===== src/rtl/add_ctrl_pkg.sv =====
// Shared definitions for the multi-word add/subtract controller:
// word width, FSM state encoding and the signed-overflow rule.
package add_ctrl_pkg;

    localparam int WORD_W = 16;

    typedef enum logic [1:0] {
        ST_IDLE = 2'd0,
        ST_ADD  = 2'd1,
        ST_DONE = 2'd2
    } add_state_t;

    // Two's-complement overflow: operands agree in sign but the result does not.
    function automatic logic signed_ovf(input logic a_msb,
                                        input logic b_msb,
                                        input logic s_msb);
        signed_ovf = (a_msb == b_msb) && (s_msb != a_msb);
    endfunction

endpackage


===== src/rtl/ripple16.sv =====
// 16-bit ripple-carry adder, purely combinational. Single shared
// arithmetic resource of the multi-word controller.
module ripple16
    import add_ctrl_pkg::*;
(
    input  logic [WORD_W-1:0] i_a,
    input  logic [WORD_W-1:0] i_b,
    input  logic              i_cin,
    output logic [WORD_W-1:0] o_s,
    output logic              o_cout
);

    logic [WORD_W:0] w_c;

    assign w_c[0] = i_cin;

    genvar g;
    generate
        for (g = 0; g < WORD_W; g++) begin : g_fa
            assign o_s[g]     = i_a[g] ^ i_b[g] ^ w_c[g];
            assign w_c[g + 1] = (i_a[g] & i_b[g]) | (w_c[g] & (i_a[g] ^ i_b[g]));
        end
    endgenerate

    assign o_cout = w_c[WORD_W];

endmodule


===== src/rtl/multiword_add_ctrl.sv =====
// Multi-word adder/subtractor: operands are latched on start and then
// processed one 16-bit word per clock (LSW first) through one shared
// ripple16, with the carry chained between words in a register.
module multiword_add_ctrl
    import add_ctrl_pkg::*;
#(
    parameter int WORDS = 4
)
(
    input  logic                    clk,
    input  logic                    rst,
    input  logic                    start,
    input  logic                    op_sub,
    input  logic [WORD_W*WORDS-1:0] a_in,
    input  logic [WORD_W*WORDS-1:0] b_in,
    input  logic                    cin,
    output logic [WORD_W*WORDS-1:0] sum,
    output logic                    cout,
    output logic                    ovf,
    output logic                    busy,
    output logic                    done
);

    localparam int DW    = WORD_W * WORDS;
    localparam int IDX_W = (WORDS > 1) ? $clog2(WORDS) : 1;
    localparam logic [IDX_W-1:0] IDX_ZERO = '0;
    localparam logic [IDX_W-1:0] IDX_ONE  = IDX_W'(1);
    localparam logic [IDX_W-1:0] IDX_LAST = IDX_W'(WORDS - 1);

    add_state_t         r_state;
    add_state_t         w_next_state;
    logic               w_load;
    logic               w_step;
    logic               w_last;

    logic [IDX_W-1:0]   r_idx;
    logic [DW-1:0]      r_a;
    logic [DW-1:0]      r_b;
    logic               r_carry;
    logic [DW-1:0]      r_sum;
    logic               r_cout;
    logic               r_ovf;
    logic               r_busy;
    logic               r_done;

    // Bit offset of the current word; words are 16 bits so the offset is idx*16.
    logic [IDX_W+3:0]   w_base;
    logic [WORD_W-1:0]  w_a_word;
    logic [WORD_W-1:0]  w_b_word;
    logic [WORD_W-1:0]  w_s;
    logic               w_co;

    assign w_base   = {r_idx, 4'b0000};
    assign w_a_word = r_a[w_base +: WORD_W];
    assign w_b_word = r_b[w_base +: WORD_W];
    assign w_last   = (r_idx == IDX_LAST);

    ripple16 u_ripple16 (
        .i_a    (w_a_word),
        .i_b    (w_b_word),
        .i_cin  (r_carry),
        .o_s    (w_s),
        .o_cout (w_co)
    );

    // Next-state decode plus load/step strobes for the datapath.
    always_comb begin
        w_next_state = r_state;
        w_load       = 1'b0;
        w_step       = 1'b0;
        case (r_state)
            ST_IDLE: begin
                if (start) begin
                    w_next_state = ST_ADD;
                    w_load       = 1'b1;
                end else begin
                    w_next_state = ST_IDLE;
                end
            end
            ST_ADD: begin
                w_step = 1'b1;
                if (w_last) begin
                    w_next_state = ST_DONE;
                end else begin
                    w_next_state = ST_ADD;
                end
            end
            ST_DONE: begin
                w_next_state = ST_IDLE;
            end
            default: begin
                w_next_state = ST_IDLE;
            end
        endcase
    end

    // State register with registered busy/done flags derived from the next state.
    always_ff @(posedge clk or posedge rst) begin
        if (rst) begin
            r_state <= ST_IDLE;
            r_busy  <= 1'b0;
            r_done  <= 1'b0;
        end else begin
            r_state <= w_next_state;
            r_busy  <= (w_next_state == ST_ADD);
            r_done  <= (w_next_state == ST_DONE);
        end
    end

    // Operand latch, word-serial accumulation and final flag capture.
    always_ff @(posedge clk or posedge rst) begin
        if (rst) begin
            r_a     <= '0;
            r_b     <= '0;
            r_carry <= 1'b0;
            r_idx   <= IDX_ZERO;
            r_sum   <= '0;
            r_cout  <= 1'b0;
            r_ovf   <= 1'b0;
        end else if (w_load) begin
            // Subtract is A + ~B + 1: invert B here, seed the carry with 1.
            r_a     <= a_in;
            r_b     <= op_sub ? ~b_in : b_in;
            r_carry <= op_sub ? 1'b1 : cin;
            r_idx   <= IDX_ZERO;
        end else if (w_step) begin
            r_sum[w_base +: WORD_W] <= w_s;
            r_carry                 <= w_co;
            if (w_last) begin
                // Park the index at zero rather than stepping past the last word.
                r_idx  <= IDX_ZERO;
                r_cout <= w_co;
                r_ovf  <= signed_ovf(r_a[DW-1], r_b[DW-1], w_s[WORD_W-1]);
            end else begin
                r_idx  <= r_idx + IDX_ONE;
            end
        end else begin
            r_idx <= r_idx;
        end
    end

    assign sum  = r_sum;
    assign cout = r_cout;
    assign ovf  = r_ovf;
    assign busy = r_busy;
    assign done = r_done;

endmodule


===== config.mk =====
export PLATFORM = sky130hd
export DESIGN_NAME = multiword_add_ctrl
export DESIGN_NICKNAME = d
export VERILOG_FILES = /design/src/rtl/add_ctrl_pkg.sv /design/src/rtl/ripple16.sv /design/src/rtl/multiword_add_ctrl.sv
export SDC_FILE = /design/constraint.sdc
export NUM_CORES = 1
export LEC_CHECK = 0
export BUFFER_PORTS_ARGS = -buffer_cell sky130_fd_sc_hd__buf_2
export CAP_MARGIN = 20
export CORE_ASPECT_RATIO = 0.9
export CORE_MARGIN = 2
export CORE_UTILIZATION = 55
export DETAILED_ROUTE_END_ITERATION = 8
export PLACE_DENSITY = 0.81
export SETUP_SLACK_MARGIN = 0.02
export SLEW_MARGIN = 25
export SYNTH_ARGS = -nofsm -noshare
export SYNTH_HDL_FRONTEND = slang
export SYNTH_SLANG_ARGS = --single-unit

===== constraint.sdc =====
create_clock -name clk -period 10.7 [get_ports clk]
set_input_delay 0.535 -clock clk [delete_from_list [all_inputs] [get_ports clk]]
set_output_delay 0.535 -clock clk [all_outputs]
set_load 0.02 [all_outputs]

Word level (Yosys, flattened, before mapping):

Cells that the tools add are included.

* reduce and logical (&&, ||, !) cells: 5
* eq/ne operators: 6
* add/sub/neg operators: 2
* muxes and demuxes: 14
* bitwise logic cells: 82
* shift operators: 4

Operators by type and width (count)
* indexed part select 64 x 7 -> 16 bit: 2
* bitwise mux 64 bit: 1
* two-way mux 64 bit: 1
* inverter 64 bit: 1
* variable shift 16 x 8 -> 64 bit, first input constant: 1
* indexed part select 16 x 8 -> 64 bit: 1
* AND 1 bit: 32
* XOR 1 bit: 32
* OR 1 bit: 16
* two-way mux 2 bit: 4
* negator 6 -> 8 bit: 1
* two-way mux 1 bit: 7
* == test 2 x 1 -> 1 bit, second input constant: 2
* == test 2 bit, second input constant: 2
* case mux 2 bit (2 select lines): 1
* AND reduction 3 bit: 1
* adder 2 x 1 -> 2 bit, second input constant: 1
* zero test 2 bit: 1
* AND reduction 2 bit: 1
* nonzero test 2 bit: 1
* == test 1 bit: 1
* logical AND 1 bit: 1
* != test 1 bit: 1
* inverter 1 bit: 1

* output and inout port bits: 68
* register bits after elaboration: 201
* word-level logic and storage cells: 123
* input port bits: 133

Depth between registers and ports, before layout:

Gate-level depths: netlist of run 1.

* depth in word-level cells: 36
* gate-level depth with buffers: 28
* gate-level depth less buffers: 26

Hierarchy:

From an unflattened synthesis of run 1, not the netlist that was laid out.

* cells, all modules: 735
* area, all modules: 9253.9 µm²

Modules (own cells, without submodules)
* multiword_add_ctrl: cells an instance 709, times used 1, area an instance 8896.0 µm², seq. area each 5029.8 µm²
* ripple16: cells an instance 26, times used 1, area an instance 357.8 µm², seq. area each 0.0 µm²

Worst setup path after synthesis of run 1:

OpenSTA, ideal clock, no wires.

* path type: flip-flop to flip-flop
* start: register r_idx[1]
* end: register r_ovf, in the netlist ovf
* slack: 2996 ps
* required time: 10623 ps
* cell stages (with the launch flop): 29
* clock period less this slack: 7704 ps
* buffers on the path: 2
* arrival time: 7627 ps
* library setup time: 77 ps
* path through: dfrtp_1 > clkbuf_1 > buf_1 > mux4_2 > inv_1 > fa_1 > fa_1 > fa_1 > fa_1 > fa_1 > fa_1 > fa_1 > inv_1 > fa_1 > fa_1 > inv_1 > fa_1 > fa_1 > fa_1 > inv_1 > fa_1 > inv_1 > fa_1 > fa_1 > inv_1 > fa_1 > and3b_1 > a21oi_1 > a21oi_1

* word-level cells in the longest chain between the ends: 35
* elaborated cells on any way between the ends: 68
* those cells by class: eq/ne: 2; shift: 2; bitwise: 62; reduce/logical: 2

Ends and longest elaborated chain
* start, declared: RTL line multiword_add_ctrl.sv:36 `logic [IDX_W-1:0] r_idx;`
* start signal, assigned: RTL line multiword_add_ctrl.sv:135 `r_idx <= r_idx + IDX_ONE;`
* start signal, assigned: RTL line multiword_add_ctrl.sv:138 `r_idx <= r_idx;`
* indexed part select 64 x 7 -> 16 bit (on tied branches): RTL line multiword_add_ctrl.sv:54, multiword_add_ctrl.sv:55
* XOR 1 bit: RTL line ripple16.sv:21 `assign w_c[g + 1] = (i_a[g] & i_b[g]) | (w_c[g] & (i_a[g] ^ i_b[g]));`
* AND 1 bit: RTL line ripple16.sv:21
* OR 1 bit: RTL line ripple16.sv:21
* AND 1 bit: RTL line ripple16.sv:21
* OR 1 bit: RTL line ripple16.sv:21
* AND 1 bit: RTL line ripple16.sv:21
* OR 1 bit: RTL line ripple16.sv:21
* (+19 left out)
* OR 1 bit: RTL line ripple16.sv:21
* AND 1 bit: RTL line ripple16.sv:21
* OR 1 bit: RTL line ripple16.sv:21
* AND 1 bit: RTL line ripple16.sv:21
* OR 1 bit: RTL line ripple16.sv:21
* XOR 1 bit: RTL line ripple16.sv:20 `assign o_s[g] = i_a[g] ^ i_b[g] ^ w_c[g];`
* != test 1 bit: RTL line add_ctrl_pkg.sv:17 `signed_ovf = (a_msb == b_msb) && (s_msb != a_msb);`
* logical AND 1 bit: RTL line add_ctrl_pkg.sv:17
* end signal, assigned: RTL line multiword_add_ctrl.sv:133 `r_ovf <= signed_ovf(r_a[DW-1], r_b[DW-1], w_s[WORD_W-1]);`
* end, declared: RTL line multiword_add_ctrl.sv:42 `logic r_ovf;`

Parallel ways exist; a longest one is shown, timed or not.
A chain may end at the register's enable or synchronous reset.

Worst setup path after layout of run 1:

* start: register r_idx[0]
* end: register r_ovf, in the netlist ovf

Same word-level chain as after synthesis.

==> impl_results.md, run 1 <==
* Final non-filler cell total at 1091
* F_max at 0.125 GHz
* Synth Net Count at 844
* Post-synthesis simple-gate area fraction at 4.46%
* Post-route setup TNS at 0 ns
* Synth unique cells at 32
* FF+latch count, synth at 201
* Critical Path AT at 8.40 ns
* Gr ovfl total at 0
* Cells after synthesis at 689
* Chip width at 140 microns
* Crit end category: flip-flop
* Setup Fix Bufs, Post-CTS at 0
* Status: complete, no violations
* Hpwl dp at 14800 microns
* Antenna Nets Post-Route at 0
* All-Layer GR Usage at 24.5%
* Num CTS Buffers at 21
* Post-CTS sizing at 0
* Initial antenna violation count at 0
* Kind of critical path: flip-flop to flip-flop
* CP max-delay cell: dfrtp_2
* Synth Warn # at 0
* Sequential area share after synthesis at 55.1%
* CTS tree: done
* Crit path required time at 11.10 ns
* CTS H-tree lvls at 1
* Setup Skew at 0.0159 ns
* Drt drc at 0
* Avg Inst Size Synth at 13.2 sq um
* Die area at 17600 sq um
* First-pass GRT wire length at 34000 microns
* Synth Area in Adders at 4.33%
* Io pins at 201
* Multiplexer share of the synthesized area at 15.9%
* Startpoint types: flip-flop
* Tmin final at 8.00 ns
* Final GP Congestion at 0.813
* Detailed Route Iter0 Violations at 368
* Vias in the first global route at 6154
* Post-route cell area at 11000 sq um
* Worst-path clk slew at 0.06 ns
* Worst-path fanout max at 20
* Rel. slew slack at 34.7%
* Placed insts at 1056
* Largest net degree at the start of global routing at 121
* Core Region at 16200 sq um
* Root Driver: clkbuf_16
* RSZ-0062 raised after global routing: false
* Nets at 1027
* Largest family of logic cells by synthesized area: multiplexers
* Max Cap Viol at 0
* Die Ht at 126 microns
* Post-DP Area at 10200 sq um
* Setup slack, reg-to-reg at 2.70 ns
* Core Rows at 44
* Min Hold Slack at 0.173 ns
* Vias at 6070
* Vias/cell at 5.56
* CTS Hold Buffers Added at 0
* Hold Vio Cnt, Final at 0
* P_leak at 5.07 nW
* Tcrit/Tclk final at 74.7%
* DR WL/cell at 19.4 microns
* Number of detailed-route iterations in the first pass at 4
* Overall power at 4.08 mW
* Most used cell, CP: fa_1
* # port buffers at 200
* Setup violators final at 0
* Final Slew Violations at 0
* Share of cells above drive strength 1 at 38.8%
* Antenna cell count at 0
* Routed WL at 21100 microns
* Mapped Area at 9130 sq um
* Commonest cells after routing, fill and taps aside: 199 x dfrtp_1, 199 x buf_2, 71 x a21oi_1
* Clock Latency Late Sink at 0.48 ns
* Clk buf depth at 3
* Clock sinks at 201
* XOR/XNOR share of the synthesized area at 6.14%
* Compound-gate portion of the synthesized area at 10.3%
* Worst VDD drop at 219 uV
* Type of the worst min-delay path: input pin to asynchronous set/reset pin
* Initial Util at 56.4%
* Area Growth Syn to Fin at 20.5%
* Worst path max stage delay at 0.79 ns
* Pwr/cell area at 371 nW/um^2
* Tightest Pin Transition at 0.980 ns
## layer usage
metal / vias to the layer above / global-route usage (%) / part of all wire [%]
li1: 2789 / - / -
met1: 2995 / 37.9 / 45
met2: 260 / 37.2 / 45
met3: 26 / 4.11 / 8.1
met4: 0 / 5.18 / 1.8
met5: - / 0 / 0
## power breakdown
part	leakage, nW	switching (mW)	total (mW)	internal, mW
sequential	2.44	0.230	1.34	1.11
clock	0.375	0.288	0.800	0.512
combinational	2.25	1.09	1.94	0.851
total	5.07	1.61	4.08	2.47
## flip-flops by register name, indices dropped and copies added, names as in the netlist
signal and flops:
busy 1, cout 1, done 1, ovf 1, r_a 64, r_b 64
r_carry 1, r_idx 2, r_state 2, sum 64
## worst paths after layout
| kind | to | cells past startpoint | startpoint |
|---|---|---|---|
| min reg2reg | sum[2]$_DFFE_PP0P_ | 1 | sum[2]$_DFFE_PP0P_ |
| min in group clk | r_a[22]$_DFFE_PP0P_ | 2 | a_in[22] |
| min | sum[50]$_DFFE_PP0P_ | 2 | rst |
| max reg2reg | ovf$_DFFE_PP0P_ | 26 | r_idx[0]$_DFFE_PP0P_ |
| max in group asynchronous | r_b[15]$_DFFE_PP0P_ | 3 | rst |
| max | ovf$_DFFE_PP0P_ | 26 | r_idx[0]$_DFFE_PP0P_ |
## cell families (layout without fill, tap and decap cells)
family / Yosys count / after routing
AOI/OAI and AO/OA: 138 / 138
xor gates and xnor gates: 64 / 64
adders and majority gates: 22 / 22
buffers and inverters: 78 / 273
DFF: 201 / 201
muxes: 97 / 97
and+or+nand+nor: 89 / 89
## worst max-delay path, delay by kind of cell, from the launching register on
| kind | cells | cell delay [ns] |
|---|---|---|
| adders and majority gates | 16 | 5.93 |
| DFF | 1 | 0.79 |
| buffers and inverters | 6 | 0.41 |
| muxes | 1 | 0.34 |
| and+or+nand+nor | 1 | 0.26 |
| AOI/OAI and AO/OA | 2 | 0.19 |
## through the flow
step / worst slack [ns] / util (%)
after floorplan: 3.00 / -
after global placement: 2.78 / 63.2
after detailed placement: 2.68 / 63.2
after CTS: 2.62 / 67.9
after global routing: 2.27 / 67.9
final: 2.70 / 67.9
## Yosys cell counts, drive strengths merged
library cell | count | area (sq um)
dfrtp | 201 | 5030
a21oi | 71 | 355
mux2 | 65 | 732
nor2 | 65 | 244
xnor2 | 64 | 561
o2bb2ai | 48 | 420
inv | 33 | 124
mux4 | 32 | 721
buf | 31 | 165
a22o | 17 | 149
fa | 16 | 320
clkbuf | 14 | 52.6
nand2 | 7 | 26.3
ha | 6 | 75.1
and2 | 3 | 18.8
and3b | 2 | 17.5
nand2b | 2 | 12.5
and3 | 1 | 6.26
and4bb | 1 | 12.5
nand3 | 1 | 5.00
nand3b | 1 | 7.51
nor2b | 1 | 6.26
nor3b | 1 | 12.5
nor4 | 1 | 6.26
nor4bb | 1 | 10.0
o21bai | 1 | 7.51
o31ai | 1 | 7.51
or4 | 1 | 11.3
or4b | 1 | 10.0
## layout make-up
type | instances | area, sq um
clock inverters | 8 | 168
multi-input cells | 410 | 3760
fillers | 1194 | 5190
repair buffers | 205 | 1050
inverters | 33 | 131
well taps | 207 | 259
clock buffers | 27 | 598
flip-flops and latches | 201 | 5030
(Power assumes the default switching activity.)
==> inputs of run 2 (changes only) <==
--- a/config.mk
+++ b/config.mk
@@ -5,11 +5,12 @@
 export SDC_FILE = /design/constraint.sdc
 export NUM_CORES = 1
 export LEC_CHECK = 0
+export ABC_AREA = 1
 export BUFFER_PORTS_ARGS = -buffer_cell sky130_fd_sc_hd__buf_2
 export CAP_MARGIN = 20
 export CORE_ASPECT_RATIO = 0.9
 export CORE_MARGIN = 2
-export CORE_UTILIZATION = 55
+export CORE_UTILIZATION = 56
 export DETAILED_ROUTE_END_ITERATION = 8
 export PLACE_DENSITY = 0.81
 export SETUP_SLACK_MARGIN = 0.02
==> constraint.sdc (replaced) <==
create_clock -name clk -period 8.3 [get_ports clk]
set_input_delay 0.415 -clock clk [delete_from_list [all_inputs] [get_ports clk]]
set_output_delay 0.415 -clock clk [all_outputs]
set_load 0.02 [all_outputs]
==> impl_results.md, run 2 <==
* Status: complete, no violations
* Worst VDD drop at 264 uV (+20%)
* CTS Hold Buffers Added at 0 (unchanged)
* Most Crowded Layer GR: met2
* Post-synth EDFFs at 0 (unchanged)
* Grt met2 use at 43.8% (+6.6 points)
* Worst path max stage delay at 0.50 ns (-0.29 ns)
* Vias/cell at 5.17 (-7.0%)
* Post-route setup TNS at 0 ns (unchanged)
* Die area at 19000 sq um (+7.8%)
* Most common cell after layout, fill and taps aside: nand2_1
* Clk buf depth at 3 (unchanged)
* First-pass GRT wire length at 41300 microns (+21%)
* Post-DP Area at 11000 sq um (+7.8%)
* Clock sinks at 201 (unchanged)
* Post-Place Worst Slack at 0.638 ns (-2.04 ns)
* Synth Warn # at 0 (unchanged)
* Cells after synthesis at 1263 (+83%)
* P_leak at 6.70 nW (+32%)
* CP top delay family: adder cells
* Crit path required time at 8.69 ns (-2.41 ns)
* Commonest cells after routing, fill and taps aside: 665 x nand2_1, 200 x dfrtp_1, 199 x buf_2
* Clock Latency Late Sink at 0.50 ns (+0.02 ns)
* Hpwl dp at 17900 microns (+21%)
* Post-route cell area at 11700 sq um (+6.5%)
* Levels on crit path at 28 (+7.7%)
* Type of the worst min-delay path: input pin to asynchronous set/reset pin
* Antenna cell count at 0 (unchanged)
* Startpoint types: flip-flop
* Setup Fix Bufs, Post-CTS at 0 (unchanged)
* Compound-gate portion of the synthesized area at 2.57% (-7.7 points)
* Core Rows at 46 (+4.5%)
* CTS tree: done
* Synth unique cells at 23 (-28%)
* Worst-path fanout max at 18 (-10%)
* Dominant cell by count in the synthesized netlist: nand2_1
* Post-synthesis simple-gate area fraction at 31.6% (+27 points)
* Kind of critical path: flip-flop to flip-flop
* Vias at 8684 (+43%)
* CP max-delay cell: fa_1
* Setup violators final at 0 (unchanged)
* Io pins at 201 (unchanged)
* Num CTS Buffers at 22 (+4.8%)
* RSZ-0062 raised after global routing: false
* Multiplexer share of the synthesized area at 0% (-16 points)
* Chip width at 145 microns (+3.8%)
* Area Growth Syn to Fin at 16.7%
* All-Layer GR Usage at 27.0% (+2.6 points)
* CTS H-tree lvls at 1 (unchanged)
* Initial Util at 57.0% (+0.61 points)
* Initial antenna violation count at 0 (unchanged)
* Routed WL at 25400 microns (+20%)
* Area leader, netlist: dfrtp_1
* Tightest Pin Transition at 1.04 ns (+0.0590 ns)
* Largest net degree at the start of global routing at 137 (+13%)
* Avg Inst Size Synth at 7.95 sq um (-40%)
* Largest cells by area after synthesis: dfrtp_1 50%, nand2_1 25%, xor2_1 5.6%, nand3_1 4.6%, fa_1 3.2%
* Buffers and inverters on the worst path at 7 (+1)
* Multi-input gate area at 4400 sq um (+17%)
* Async set-reset flop share out of synthesis at 100% (unchanged)
* Hold Vio Cnt, Final at 0 (unchanged)
* FF+latch count, synth at 201 (unchanged)
* Synth Net Count at 1418 (+68%)
* Setup slack, reg-to-reg at 0.57 ns (-2.13 ns)
* Synth cell count leaders: 666 x nand2_1, 201 x dfrtp_1, 92 x nand3_1
* Most used flip-flop cell after synthesis: dfrtp_1
* R2r endpoint: sum[15]$_DFFE_PP0P_
* Met1 Usage GRT at 38.4% (+0.50 points)
* Antenna Nets Post-Route at 0 (unchanged)
* Final GP Congestion at 0.877 (+7.9%)
* Pwr/cell area at 449 nW/um^2 (+21%)
* Crit end category: flip-flop
* Share of cells above drive strength 1 at 17.8% (-21 points)
* Final Slew Violations at 0 (unchanged)
* Grt met3 use at 4.51% (+0.41 points)
* # port buffers at 200 (unchanged)
* CP endpoint: sum[15]$_DFFE_PP0P_
* Rel. slew slack at 30.5% (-4.2 points)
* Setup Skew at 0.0139 ns (-0.00194 ns)
* Most used cell, CP: fa_1
* Largest family of logic cells by synthesized area: simple AND/OR/NAND/NOR gates
* Core Region at 17600 sq um (+8.8%)
* Number of detailed-route iterations in the first pass at 6 (+2)
* Tcrit/Tclk final at 93.1% (+18 points)
* Register area at 5030 sq um (about the same)
* Mapped Area at 10000 sq um (+10%)
* Critical Path AT at 8.12 ns (-0.28 ns)
* DR WL/cell at 15.1 microns (-22%)
* F_max at 0.129 GHz (+3.5%)
* Reg2reg path depth at 28 (+7.7%)
* Detailed Route Iter0 Violations at 762 (+110%)
* Nets at 1581 (+54%)
* Worst-path clk slew at 0.06 ns (about the same)
* Vias in the first global route at 8125 (+32%)
* Setup WS post-layout at 0.571 ns (-2.13 ns)
* Die Ht at 131 microns (+3.8%)
* Synth Area in Adders at 3.94% (-0.39 points)
* Fin util at 66.5% (-1.5 points)
* Gr ovfl total at 0 (unchanged)
* Max Cap Viol at 0 (unchanged)
* Share of the synthesized area in the top cell type at 50.1% (-5.0 points)
* Sequential area share after synthesis at 50.1% (-5.0 points)
* Drt drc at 0 (unchanged)
* XOR/XNOR share of the synthesized area at 5.58% (-0.56 points)
* Root Driver: clkbuf_16
* Worst setup path start: r_idx[1]$_DFFE_PP0P_
* Tmin final at 7.73 ns (-0.267 ns)
* Fillcell total at 1454 (+22%)
* Post-CTS sizing at 0 (unchanged)
* Reg2Reg Launch Point: r_idx[1]$_DFFE_PP0P_
* Overall power at 5.25 mW (+29%)
-- run 2: changes by cell type in the layout (fill, tap and decap cells not counted), moves of 64 or more --
cell	delta
xor2_1	+64
a21oi_1	-71
xnor2_1	-64
nand2_1	+658
mux2_2	-65
nand3_1	+91
-- run 2: how the worst min path moves through the flow --
stage                        startpoint             endpoint  cells past startpoint
floorplan           r_b[55]$_DFFE_PP0P_  r_b[55]$_DFFE_PP0P_                      2
global placement    sum[56]$_DFFE_PP0P_  sum[56]$_DFFE_PP0P_                      2
detailed placement  sum[61]$_DFFE_PP0P_  sum[61]$_DFFE_PP0P_                      2
CTS                            a_in[37]  r_a[37]$_DFFE_PP0P_                      3
global route                   a_in[30]  r_a[30]$_DFFE_PP0P_                      3
finish                              rst  sum[60]$_DFFE_PP0P_                      2
-- run 2: per-stage QoR --
step	cells	hold WS, ns
after floorplan	1263	0.444
after global placement	1642	0.456
after detailed placement	1642	0.461
after CTS	1679	0.0947
after global routing	1679	0.111
final	1679	0.103
-- run 2: metal layers --
layer	part of all wire (%)	vias up
met4	2.7	0
met1	43	4025
met3	7.7	54
met2	46	408
li1	-	4197
met5	0	-
-- run 2: logic make-up after synthesis --
group,count (synthesis)
AOI/OAI and AO/OA,45
xor gates and xnor gates,64
adders and majority gates,22
buffers and inverters,126
DFF,201
and+or+nand+nor,805
-- run 2: final cells by class --
class                           count  area share [%]
Clock buffer                       31            5.43
Inverter                           55            1.83
Sequential cell                   201            43.0
Multi-Input combinational cell    936            37.6
Clock inverter                      6           0.331
Timing Repair Buffer              210            9.31
Tap cell                          240            2.56
-- run 2: power by group --
part | switching, mW | internal [mW] | total, mW
logic | 1.76 | 0.880 | 2.64
clock network | 0.381 | 0.533 | 0.914
registers | 0.288 | 1.41 | 1.69
-- run 2: worst reg2reg max path, delay by kind of cell, from the launching register on --
| family | cells | cell delay (ns) |
|---|---|---|
| adders and majority gates | 16 | 5.89 |
| buffers and inverters | 7 | 0.83 |
| and+or+nand+nor | 5 | 0.55 |
| DFF | 1 | 0.34 |
